### config.mk
export PLATFORM = sky130hd
export DESIGN_NAME = dp_data_arbiter_flat
export DESIGN_NICKNAME = d
export VERILOG_FILES = /design/src/rtl/dp_data_arbiter_pkg.sv /design/src/rtl/dp_data_arbiter_if.sv /design/src/rtl/dp_data_arbiter_rd_tag_pipe.sv /design/src/rtl/dp_data_arbiter.sv /design/src/flat_wrapper.sv
export SDC_FILE = /design/constraint.sdc
export NUM_CORES = 1
export LEC_CHECK = 0
export BUFFER_PORTS_ARGS = -buffer_cell sky130_fd_sc_hd__buf_2
export CORE_AREA = 2 2 107 109
export DETAILED_ROUTE_END_ITERATION = 8
export DIE_AREA = 0 0 109 111
export GPL_ROUTABILITY_DRIVEN = 0
export PLACE_DENSITY_LB_ADDON = 0.08
export SLEW_MARGIN = 15
export SYNTH_ARGS = -nofsm -noshare
export SYNTH_HDL_FRONTEND = slang
export SYNTH_SLANG_ARGS = --single-unit
### constraint.sdc
create_clock -name clk -period 3.4 [get_ports clk]
set_input_delay 0.17 -clock clk [delete_from_list [all_inputs] [get_ports clk]]
set_output_delay 0.17 -clock clk [all_outputs]
set_load 0.02 [all_outputs]
### src/rtl/dp_data_arbiter_pkg.sv
// Shared types and constants for the display processor data-memory arbiter.
package dp_data_arbiter_pkg;

    localparam int NUM_DP_REQ = 2;

    // Requester ids, also used as bit indices into req/gnt/rd_valid.
    localparam logic REQ_CORE = 1'b0;
    localparam logic REQ_HOST = 1'b1;

    typedef enum logic [1:0] {
        IDLE = 2'd0,
        OWN0 = 2'd1,
        OWN1 = 2'd2
    } arb_state_t;

    // One entry per issued access; valid marks a read whose data must be returned.
    typedef struct packed {
        logic valid;
        logic id;
    } rd_tag_t;

    function automatic arb_state_t own_state(input logic id);
        return id ? OWN1 : OWN0;
    endfunction

endpackage

### src/rtl/dp_data_arbiter_if.sv
// Requester and memory-side signals of the data arbiter.
interface dp_data_arbiter_if;
    import dp_data_arbiter_pkg::*;

    logic [NUM_DP_REQ-1:0] req;
    logic [31:0]           req_addr0;
    logic [31:0]           req_addr1;
    logic [31:0]           req_wr_data0;
    logic [31:0]           req_wr_data1;
    logic [3:0]            req_wr_en0;
    logic [3:0]            req_wr_en1;
    logic [NUM_DP_REQ-1:0] gnt;
    logic [NUM_DP_REQ-1:0] rd_valid;
    logic [31:0]           rd_data;
    logic [31:0]           mem_addr;
    logic [31:0]           mem_wr_data;
    logic [3:0]            mem_wr_en;
    logic [31:0]           mem_rd_data;

    // Arbiter side.
    modport slave (
        input  req, req_addr0, req_addr1, req_wr_data0, req_wr_data1,
               req_wr_en0, req_wr_en1, mem_rd_data,
        output gnt, rd_valid, rd_data, mem_addr, mem_wr_data, mem_wr_en
    );

    // Requesters plus memory, as seen from outside the arbiter.
    modport master (
        output req, req_addr0, req_addr1, req_wr_data0, req_wr_data1,
               req_wr_en0, req_wr_en1, mem_rd_data,
        input  gnt, rd_valid, rd_data, mem_addr, mem_wr_data, mem_wr_en
    );

endinterface

### src/rtl/dp_data_arbiter_rd_tag_pipe.sv
// Delay line carrying {valid, id} of each issued access alongside the memory read latency.
module dp_data_arbiter_rd_tag_pipe
    import dp_data_arbiter_pkg::*;
#(
    parameter int DEPTH = 1
) (
    input  logic    clk,
    input  logic    reset,
    input  rd_tag_t tag_in,
    output rd_tag_t tag_out
);

    rd_tag_t [DEPTH-1:0] stages;

    // Shift one stage per cycle; reset drops every in-flight tag.
    always_ff @(posedge clk) begin
        if (reset) begin
            stages <= '0;
        end else begin
            for (int i = DEPTH - 1; i > 0; i--) begin
                stages[i] <= stages[i-1];
            end
            stages[0] <= tag_in;
        end
    end

    assign tag_out = stages[DEPTH-1];

endmodule

### src/rtl/dp_data_arbiter.sv
// Two-requester arbiter for the display processor data BRAM with bounded-burst round robin.
//
//   state | meaning
//   IDLE  | nobody owns the port; next grant goes to the lone requester, or to ~last if both ask
//   OWN0  | requester 0 (core) holds the port; burst_cnt counts its consecutive grants
//   OWN1  | requester 1 (host) holds the port; burst_cnt counts its consecutive grants
module dp_data_arbiter
    import dp_data_arbiter_pkg::*;
#(
    parameter int READ_LATENCY = 1,
    parameter int MAX_BURST    = 16
) (
    input  logic               clk,
    input  logic               reset,
    dp_data_arbiter_if.slave   bus
);

    localparam int               CNT_W     = $clog2(MAX_BURST + 1);
    localparam logic [CNT_W-1:0] BURST_MAX = CNT_W'(MAX_BURST);
    localparam logic [CNT_W-1:0] BURST_ONE = CNT_W'(1);

    arb_state_t            state, state_d;
    logic                  last, last_d;
    logic [CNT_W-1:0]      burst_cnt, burst_d;
    logic [NUM_DP_REQ-1:0] gnt_c;
    logic                  sel;
    logic                  owner;
    logic [3:0]            sel_wr_en;
    rd_tag_t               tag_in, tag_out;

    // Arbitration state register.
    always_ff @(posedge clk) begin
        if (reset) begin
            state     <= IDLE;
            last      <= REQ_HOST;
            burst_cnt <= '0;
        end else begin
            state     <= state_d;
            last      <= last_d;
            burst_cnt <= burst_d;
        end
    end

    // Grant decision and next state; grants are combinational so there is no request latency.
    always_comb begin
        state_d = state;
        last_d  = last;
        burst_d = burst_cnt;
        gnt_c   = '0;
        sel     = REQ_CORE;
        owner   = (state == OWN1) ? REQ_HOST : REQ_CORE;
        case (state)
            IDLE: begin
                if (bus.req != '0) begin
                    sel          = (bus.req == 2'b11) ? ~last : bus.req[REQ_HOST];
                    gnt_c[sel]   = 1'b1;
                    state_d      = own_state(sel);
                    burst_d      = BURST_ONE;
                end
            end
            OWN0, OWN1: begin
                // The burst limit only bites while the other side is waiting.
                if (bus.req[owner] && (!bus.req[~owner] || burst_cnt < BURST_MAX)) begin
                    sel        = owner;
                    gnt_c[sel] = 1'b1;
                    if (burst_cnt != BURST_MAX) begin
                        burst_d = burst_cnt + BURST_ONE;
                    end
                end else if (bus.req[~owner]) begin
                    sel        = ~owner;
                    gnt_c[sel] = 1'b1;
                    state_d    = own_state(~owner);
                    burst_d    = BURST_ONE;
                    last_d     = owner;
                end else begin
                    state_d = IDLE;
                    last_d  = owner;
                    burst_d = '0;
                end
            end
            default: state_d = IDLE;
        endcase
        if (reset) begin
            gnt_c = '0;
        end
    end

    // Memory port mux and read-tag generation for the granted requester.
    always_comb begin
        bus.mem_addr    = '0;
        bus.mem_wr_data = '0;
        bus.mem_wr_en   = '0;
        tag_in          = '0;
        sel_wr_en       = sel ? bus.req_wr_en1 : bus.req_wr_en0;
        if (gnt_c != '0) begin
            bus.mem_addr    = sel ? bus.req_addr1 : bus.req_addr0;
            bus.mem_wr_data = sel ? bus.req_wr_data1 : bus.req_wr_data0;
            bus.mem_wr_en   = sel_wr_en;
            tag_in.valid    = (sel_wr_en == 4'h0);
            tag_in.id       = sel;
        end
    end

    dp_data_arbiter_rd_tag_pipe #(
        .DEPTH (READ_LATENCY)
    ) u_rd_tag_pipe (
        .clk     (clk),
        .reset   (reset),
        .tag_in  (tag_in),
        .tag_out (tag_out)
    );

    // Read return; gated by reset so a tag still in the last stage never escapes.
    always_comb begin
        bus.rd_valid = '0;
        if (tag_out.valid && !reset) begin
            bus.rd_valid[tag_out.id] = 1'b1;
        end
    end

    assign bus.gnt     = gnt_c;
    assign bus.rd_data = bus.mem_rd_data;

endmodule
### src/flat_wrapper.sv
// flat-port wrapper written by rule: the top's interface ports become plain ports
module dp_data_arbiter_flat import dp_data_arbiter_pkg::*;
#(
    parameter int READ_LATENCY = 1,
    parameter int MAX_BURST    = 16
)
  (clk, reset, bus_req, bus_req_addr0, bus_req_addr1, bus_req_wr_data0, bus_req_wr_data1, bus_req_wr_en0, bus_req_wr_en1, bus_mem_rd_data, bus_gnt, bus_rd_valid, bus_rd_data, bus_mem_addr, bus_mem_wr_data, bus_mem_wr_en);
  dp_data_arbiter_if bus_i ();
  input  logic clk;
  input  logic reset;
  input wire logic [$bits(bus_i.req)-1:0] bus_req;
  input wire logic [$bits(bus_i.req_addr0)-1:0] bus_req_addr0;
  input wire logic [$bits(bus_i.req_addr1)-1:0] bus_req_addr1;
  input wire logic [$bits(bus_i.req_wr_data0)-1:0] bus_req_wr_data0;
  input wire logic [$bits(bus_i.req_wr_data1)-1:0] bus_req_wr_data1;
  input wire logic [$bits(bus_i.req_wr_en0)-1:0] bus_req_wr_en0;
  input wire logic [$bits(bus_i.req_wr_en1)-1:0] bus_req_wr_en1;
  input wire logic [$bits(bus_i.mem_rd_data)-1:0] bus_mem_rd_data;
  output wire logic [$bits(bus_i.gnt)-1:0] bus_gnt;
  output wire logic [$bits(bus_i.rd_valid)-1:0] bus_rd_valid;
  output wire logic [$bits(bus_i.rd_data)-1:0] bus_rd_data;
  output wire logic [$bits(bus_i.mem_addr)-1:0] bus_mem_addr;
  output wire logic [$bits(bus_i.mem_wr_data)-1:0] bus_mem_wr_data;
  output wire logic [$bits(bus_i.mem_wr_en)-1:0] bus_mem_wr_en;
  assign bus_i.req = bus_req;
  assign bus_i.req_addr0 = bus_req_addr0;
  assign bus_i.req_addr1 = bus_req_addr1;
  assign bus_i.req_wr_data0 = bus_req_wr_data0;
  assign bus_i.req_wr_data1 = bus_req_wr_data1;
  assign bus_i.req_wr_en0 = bus_req_wr_en0;
  assign bus_i.req_wr_en1 = bus_req_wr_en1;
  assign bus_i.mem_rd_data = bus_mem_rd_data;
  assign bus_gnt = bus_i.gnt;
  assign bus_rd_valid = bus_i.rd_valid;
  assign bus_rd_data = bus_i.rd_data;
  assign bus_mem_addr = bus_i.mem_addr;
  assign bus_mem_wr_data = bus_i.mem_wr_data;
  assign bus_mem_wr_en = bus_i.mem_wr_en;
  dp_data_arbiter #(.READ_LATENCY(READ_LATENCY), .MAX_BURST(MAX_BURST)) u_core (.clk(clk), .reset(reset), .bus(bus_i));
endmodule
# Yosys cells after proc, flatten, opt, wreduce, memory -nomap -nowiden

Index checks and enable logic that the tools add are counted.
Widths: inputs -> output; s select.

Output and inout bits: 104
Register bits: 10

Equality and inequality tests: 7
Multiplexer cells: 41
$add $sub $neg: 1
Reductions and logical operators: 19
Bitwise logic cells: 4
Magnitude comparators: 9

Operator list:

| cell                | number |
|---|---|
| $mux 32             | 4 |
| $mux 2              | 10 |
| $mux 5              | 3 |
| $mux 1              | 14 |
| $pmux 5 s2          | 1 |
| $lt 1x2->1 const B  | 4 |
| $mux 4              | 2 |
| $pmux 2 s2          | 2 |
| $logic_and 1x1->1   | 6 |
| $reduce_bool 2->1   | 3 |
| $add 5x1->5 const B | 1 |
| $lt 5x5->1 const B  | 1 |
| $ne 5x5->1 const B  | 1 |
| $demux 1 s1         | 4 |
| $eq 2x2->1 const B  | 2 |
| $ge 1x1->1 const B  | 4 |
| $logic_not 4->1     | 1 |
| $not 1->1           | 4 |
| $reduce_and 2->1    | 2 |
| $reduce_or 2->1     | 2 |
| $ne 3x3->1 const B  | 1 |
| $reduce_and 3->1    | 1 |
| $eq 2x1->1 const B  | 1 |
| $logic_not 1->1     | 2 |
| other kinds (5)     | 5 |

# Depth between registers and ports, before layout

Depth in word-level cells: 14
Depth in mapped cells: 10
Depth with buffers taken out: 7

# Cells and area by module

A second synthesis with hierarchy kept.

Cell total of the unflattened synthesis: 360
Area total of the unflattened synthesis: 2272.2 µm²

By module, submodules not included:

| module                      | instances | area each (µm²) | cells an instance | sequential area each (µm²) |
|---|---|---|---|---|
| dp_data_arbiter             | 1         | 2219.6          | 356               | 160.2 |
| dp_data_arbiter_rd_tag_pipe | 1         | 52.6            | 4                 | 40.0 |

# Least setup slack after synthesis

No wires, ideal clock.

Path type: flip-flop to output port
From: register u_core.state[1]
To: output port bus_mem_wr_data[26]
Arrival: 1.925 ns
Cell stages (with the launch flop): 8
Path buffers: 2
Slack: 1.305 ns
Data required time: 3.230 ns
Cell sequence: dfxtp_1 -> inv_1 -> ha_1 -> clkbuf_1 -> nand4b_1 -> a31oi_4 -> buf_6 -> a31o_1

Cells in the longest elaborated chain, start to end: 13

RTL lines:

| what                                                                  | line                                         | text |
|---|---|---|
| start, declared                                                       | dp_data_arbiter.sv:22                        | `arb_state_t state, state_d;` |
| start signal, assigned                                                | dp_data_arbiter.sv:38                        | `state <= state_d;` |
| $eq 2x2->1                                                            | dp_data_arbiter.sv:51, dp_data_arbiter.sv:52 |  |
| $mux 1                                                                | dp_data_arbiter.sv:51                        | `owner = (state == OWN1) ? REQ_HOST : REQ_CORE;` |
| $not 1->1                                                             | dp_data_arbiter.sv:70                        | `sel = ~owner;` |
| $lt 1x2->1 (not written as such) / $ge 1x1->1 (equally long branches) | dp_data_arbiter.sv:71                        | `gnt_c[sel] = 1'b1;` |
| $logic_and 1x1->1 (not written as such)                               | dp_data_arbiter.sv:71                        |  |
| $mux 1 (not written as such)                                          | dp_data_arbiter.sv:71                        |  |
| $demux 1 s1                                                           | -                                            |  |
| $mux 2                                                                | dp_data_arbiter.sv:69                        | `end else if (bus.req[~owner]) begin` |
| $mux 2                                                                | dp_data_arbiter.sv:63                        | `if (bus.req[owner] && (!bus.req[~owner] \|\| burst_cnt < BURST_MAX)) begin` |
| $pmux 2 s2 (*)                                                        | dp_data_arbiter.sv:52                        | `case (state)` |
| $mux 2 (*)                                                            | dp_data_arbiter.sv:83                        | `if (reset) begin` |
| named net bus_gnt[0]                                                  | flat_wrapper.sv:19                           | `output wire logic [$bits(bus_i.gnt)-1:0] bus_gnt;` |
| $reduce_bool 2->1 (*)                                                 | dp_data_arbiter.sv:95                        | `if (gnt_c != '0) begin` |
| $mux 32 (*)                                                           | dp_data_arbiter.sv:95                        |  |
| end, declared                                                         | flat_wrapper.sv:23                           | `output wire logic [$bits(bus_i.mem_wr_data)-1:0] bus_mem_wr_data;` |

Mark *: on every way through the listed nets, which the timed path passes. The rest lies on a longest branch. The select of a mux whose other input is x is not followed.

# Final worst setup path

From: register u_core.state[1]
To: output port bus_mem_wr_data[17]

Cells in the longest elaborated chain, start to end: 13

RTL lines:

| what                                                                  | line |
|---|---|
| $eq 2x2->1                                                            | dp_data_arbiter.sv:51, dp_data_arbiter.sv:52 |
| $mux 1                                                                | dp_data_arbiter.sv:51 |
| $not 1->1                                                             | dp_data_arbiter.sv:70 |
| $lt 1x2->1 (not written as such) / $ge 1x1->1 (equally long branches) | dp_data_arbiter.sv:71 |
| $logic_and 1x1->1 (not written as such)                               | dp_data_arbiter.sv:71 |
| $mux 1 (not written as such)                                          | dp_data_arbiter.sv:71 |
| $demux 1 s1                                                           | - |
| $mux 2                                                                | dp_data_arbiter.sv:69 |
| $mux 2                                                                | dp_data_arbiter.sv:63 |
| $pmux 2 s2                                                            | dp_data_arbiter.sv:52 |
| $mux 2                                                                | dp_data_arbiter.sv:83 |
| $reduce_bool 2->1                                                     | dp_data_arbiter.sv:95 |
| $mux 32 (*)                                                           | dp_data_arbiter.sv:95 |

Every way passes the cells marked *; elsewhere a longest branch is shown, timed or not. The select of a mux whose other input is x is not followed.

==> impl_results.md <==
- Post-synthesis cell area: 2323 um2
- Slew headroom: 57.88%
- Synth Register Bits: 10
- First-pass GRT wire length: 14750 um
- Worst EP arrival: 2.56 ns
- CP max stage cell: buf_4
- Most common cell after layout, fill and taps aside: buf_2
- WL final: 9922 um
- Final #Nets: 630
- Power share of the clock group: 10.5%
- Net switching power: 1.242 mW
- Top post-synthesis cells by area: a31o_1 26%, and3_1 19%, buf_4 12%
- Power per Cell Area: 693.3 nW/um2
- CORE AREA: 11080 um2
- Pleak: 1.869 nW
- Cts repair resizes: 0
- Status: finished, final reports clean
- Vias in the first global route: 2667
- Ratio of cells with drive above 1 in the final layout: 51.00%
- Number of synthesized flops with an enable pin: 0
- Iteration-0 DRC Markers: 178
- Area leader, netlist: a31o_1
- Cells after Synth: 298
- Largest net degree at the start of global routing: 69
- Number of max-cap violations: 0
- Critical Path End Type: output pin
- CTS clk-pin slew, worst paths: 0.04 ns
- Skew-Pair Late Insertion Delay: 0.23 ns
- Critical path, cell by cell: inv_1 -> ha_1 -> nand2_1 -> o211ai_4 -> buf_4 -> and3_1 -> a31o_1 -> buf_2
- Worst Path Max Fanout: 68
- Combinational share of power: 82.0%
- Die height: 111 um
- Worst-margin pin slew: 0.6303 ns
- Synth async-reset ratio: 0%
- Clk buf depth: 2
- Drt pass-1 iters: 4
- Final Hold Viols: 0
- H-tree depth: 1
- GRT Overall Usage: 15.17%
- Clock root cell: clkbuf_16
- Cts hold-fix bufs: 0
- Ys flop type: dfxtp_1
- Drc violations: 0
- Count of unique library cells instantiated by Yosys: 44
- Crit path required time: 3.23 ns
- Worst path bufs/invs: 3
- Synthesized Nets: 476
- Die width: 109 um
- Critical path startpoint category: flip-flop
- Worst vdd ir: 408.4 uV
- Area delta synth->final: 37.86%
- Place WS: 0.9028 ns
- Post-CTS setup buffer count: 0
- Hold WS: 0.2942 ns
- Setup tns final: 0 ns
- TritonCTS clock tree: built
- Seq pwr share: 7.5%
- Setup ws final: 0.6664 ns
- Synth Warn #: 0
- Global route total overflow: 0
- Area share of the largest cell type after synthesis: 26.01%
- Final Total Pwr: 2.221 mW
- Slowest stage delay, CP: 0.49 ns
- HPWL Detailed: 7509 um
- Synthesized area per cell: 7.797 um2
- Max-slew violations: 0
- CTS buffer count: 3
- Drt wl/cell: 16.68 um
- Setup CP Type: flip-flop to output pin
- Switching part of the total: 55.92%
- Fillers: 1231
- Crit share post-route: 80.40%
- RSZ-0062 raised after global routing: false
- Worst path top cell family by delay: buffers and inverters
- Hold crit path type: input port to flip-flop
- Shortest period the worst path allows: 2.734 ns
- Row Count: 39
- Average via count per standard cell: 4.849
- Initial antenna violation count: 2
- # setup viols final: 0
- Port Buf Inserts: 211
- Max Fclk: 0.3658 GHz
- Vias: 2885
- DRT antenna net count: 0
- Starting density of the core: 20.98%
- Pint: 0.9789 mW
- Most frequent cells in the layout: 211 x buf_2, 69 x and3_1, 69 x a31o_1
- Worst Skew: 0.001748 ns
- Die ar.: 12100 um2
- I/O Pins: 276
- Clock sink total: 10
- Sequential fraction of the synthesis area: 8.616%
per-stage QoR:
| step | utilization [%] | area [um2] | std cells |
|---|---|---|---|
| 6_report | 28.92 | 3203 | 595 |
| 5_1_grt | 28.89 | 3201 | 594 |
| 4_1_cts | 28.89 | 3201 | 594 |
| 3_5_place_dp | 28.09 | 3112 | 590 |
| 3_3_place_gp | 28.09 | 3112 | 590 |
| 2_1_floorplan | - | 2323 | 298 |
per-layer routing:
layer	track usage [%]	up-vias	part of all wire (%)
li1	-	1409	-
met1	18.71	1343	43
met2	27.33	129	49
met3	3.410	4	7.7
met4	1.624	0	0.38
met5	0	-	0
worst register-to-register path: stages (launching register included):
cell	delay, ns
dfxtp_1	0.33
inv_1	0.08
ha_1	0.31
nand2_1	0.15
a2bb2oi_2	0.22
o211a_2	0.43
buf_12	0.30
nor3_1	0.15
a31o_1	0.19
final timing paths:
kind	slack, ns	depth (start not counted)	endpoint	start
max	0.67	8	bus_mem_wr_data[17]	u_core.state[1]
min	0.29	2	u_core.burst_cnt[1]	reset
max reg2reg	1.14	8	u_core.u_rd_tag_pipe.tag_out[1]	u_core.state[0]
min reg2reg	0.50	2	u_core.burst_cnt[1]	u_core.burst_cnt[1]
area by class of cell:
type / count / area [um2] / area share [%]
Inverter: 7 / 26.28 / 0.8203
Timing Repair Buffer: 216 / 1106 / 34.53
Clock buffer: 4 / 88.84 / 2.773
Antenna cell: 1 / 2.502 / 0.07813
Tap cell: 143 / 178.9 / 5.586
Multi-Input combinational cell: 214 / 1600 / 49.96
Sequential cell: 10 / 200.2 / 6.250
flip-flops by register name, indices dropped and copies added (netlist names):
signal and count:
u_core.burst_cnt 5, u_core.state 2, u_core.u_rd_tag_pipe.tag_out 2, u_core.last 1
synthesized netlist by cell type, drive strengths merged, types with 2 or more instances:
cell type and number:
a211oi 2, a21boi 2, a21oi 4, a31o 69, a31oi 3, and3 69, buf 57, clkbuf 10
dfxtp 10, ha 6, inv 7, mux2i 2, nand2 9, nand3 9, nand4b 2, nor2 10
nor3 2, nor3b 2, o211ai 4, o31ai 3, or2 2
kinds of logic (layout without fill, tap and decap cells):
logic type	after synthesis	in the layout	share of synthesized area [%]
adder cells (fa/ha/maj)	6	6	3.231
other	0	1	0
flip-flops	10	10	8.616
buffers and inverters	74	227	23.21
AND/OR/NAND/NOR	111	111	27.84
AO/OA/AOI/OAI	94	94	35.43
multiplexers	3	3	1.669
power by group through the flow:
stage	Clock (mW)	Combinational, mW	Sequential [mW]
final	0.233	1.82	0.166
after global routing	0.245	1.98	0.171
after CTS	0.238	1.84	0.166
after detailed placement	0	1.83	0.169
after global placement	0	1.84	0.169
after floorplan	0	1.47	0.163
Note: power is estimated with default switching activity, not from simulation.
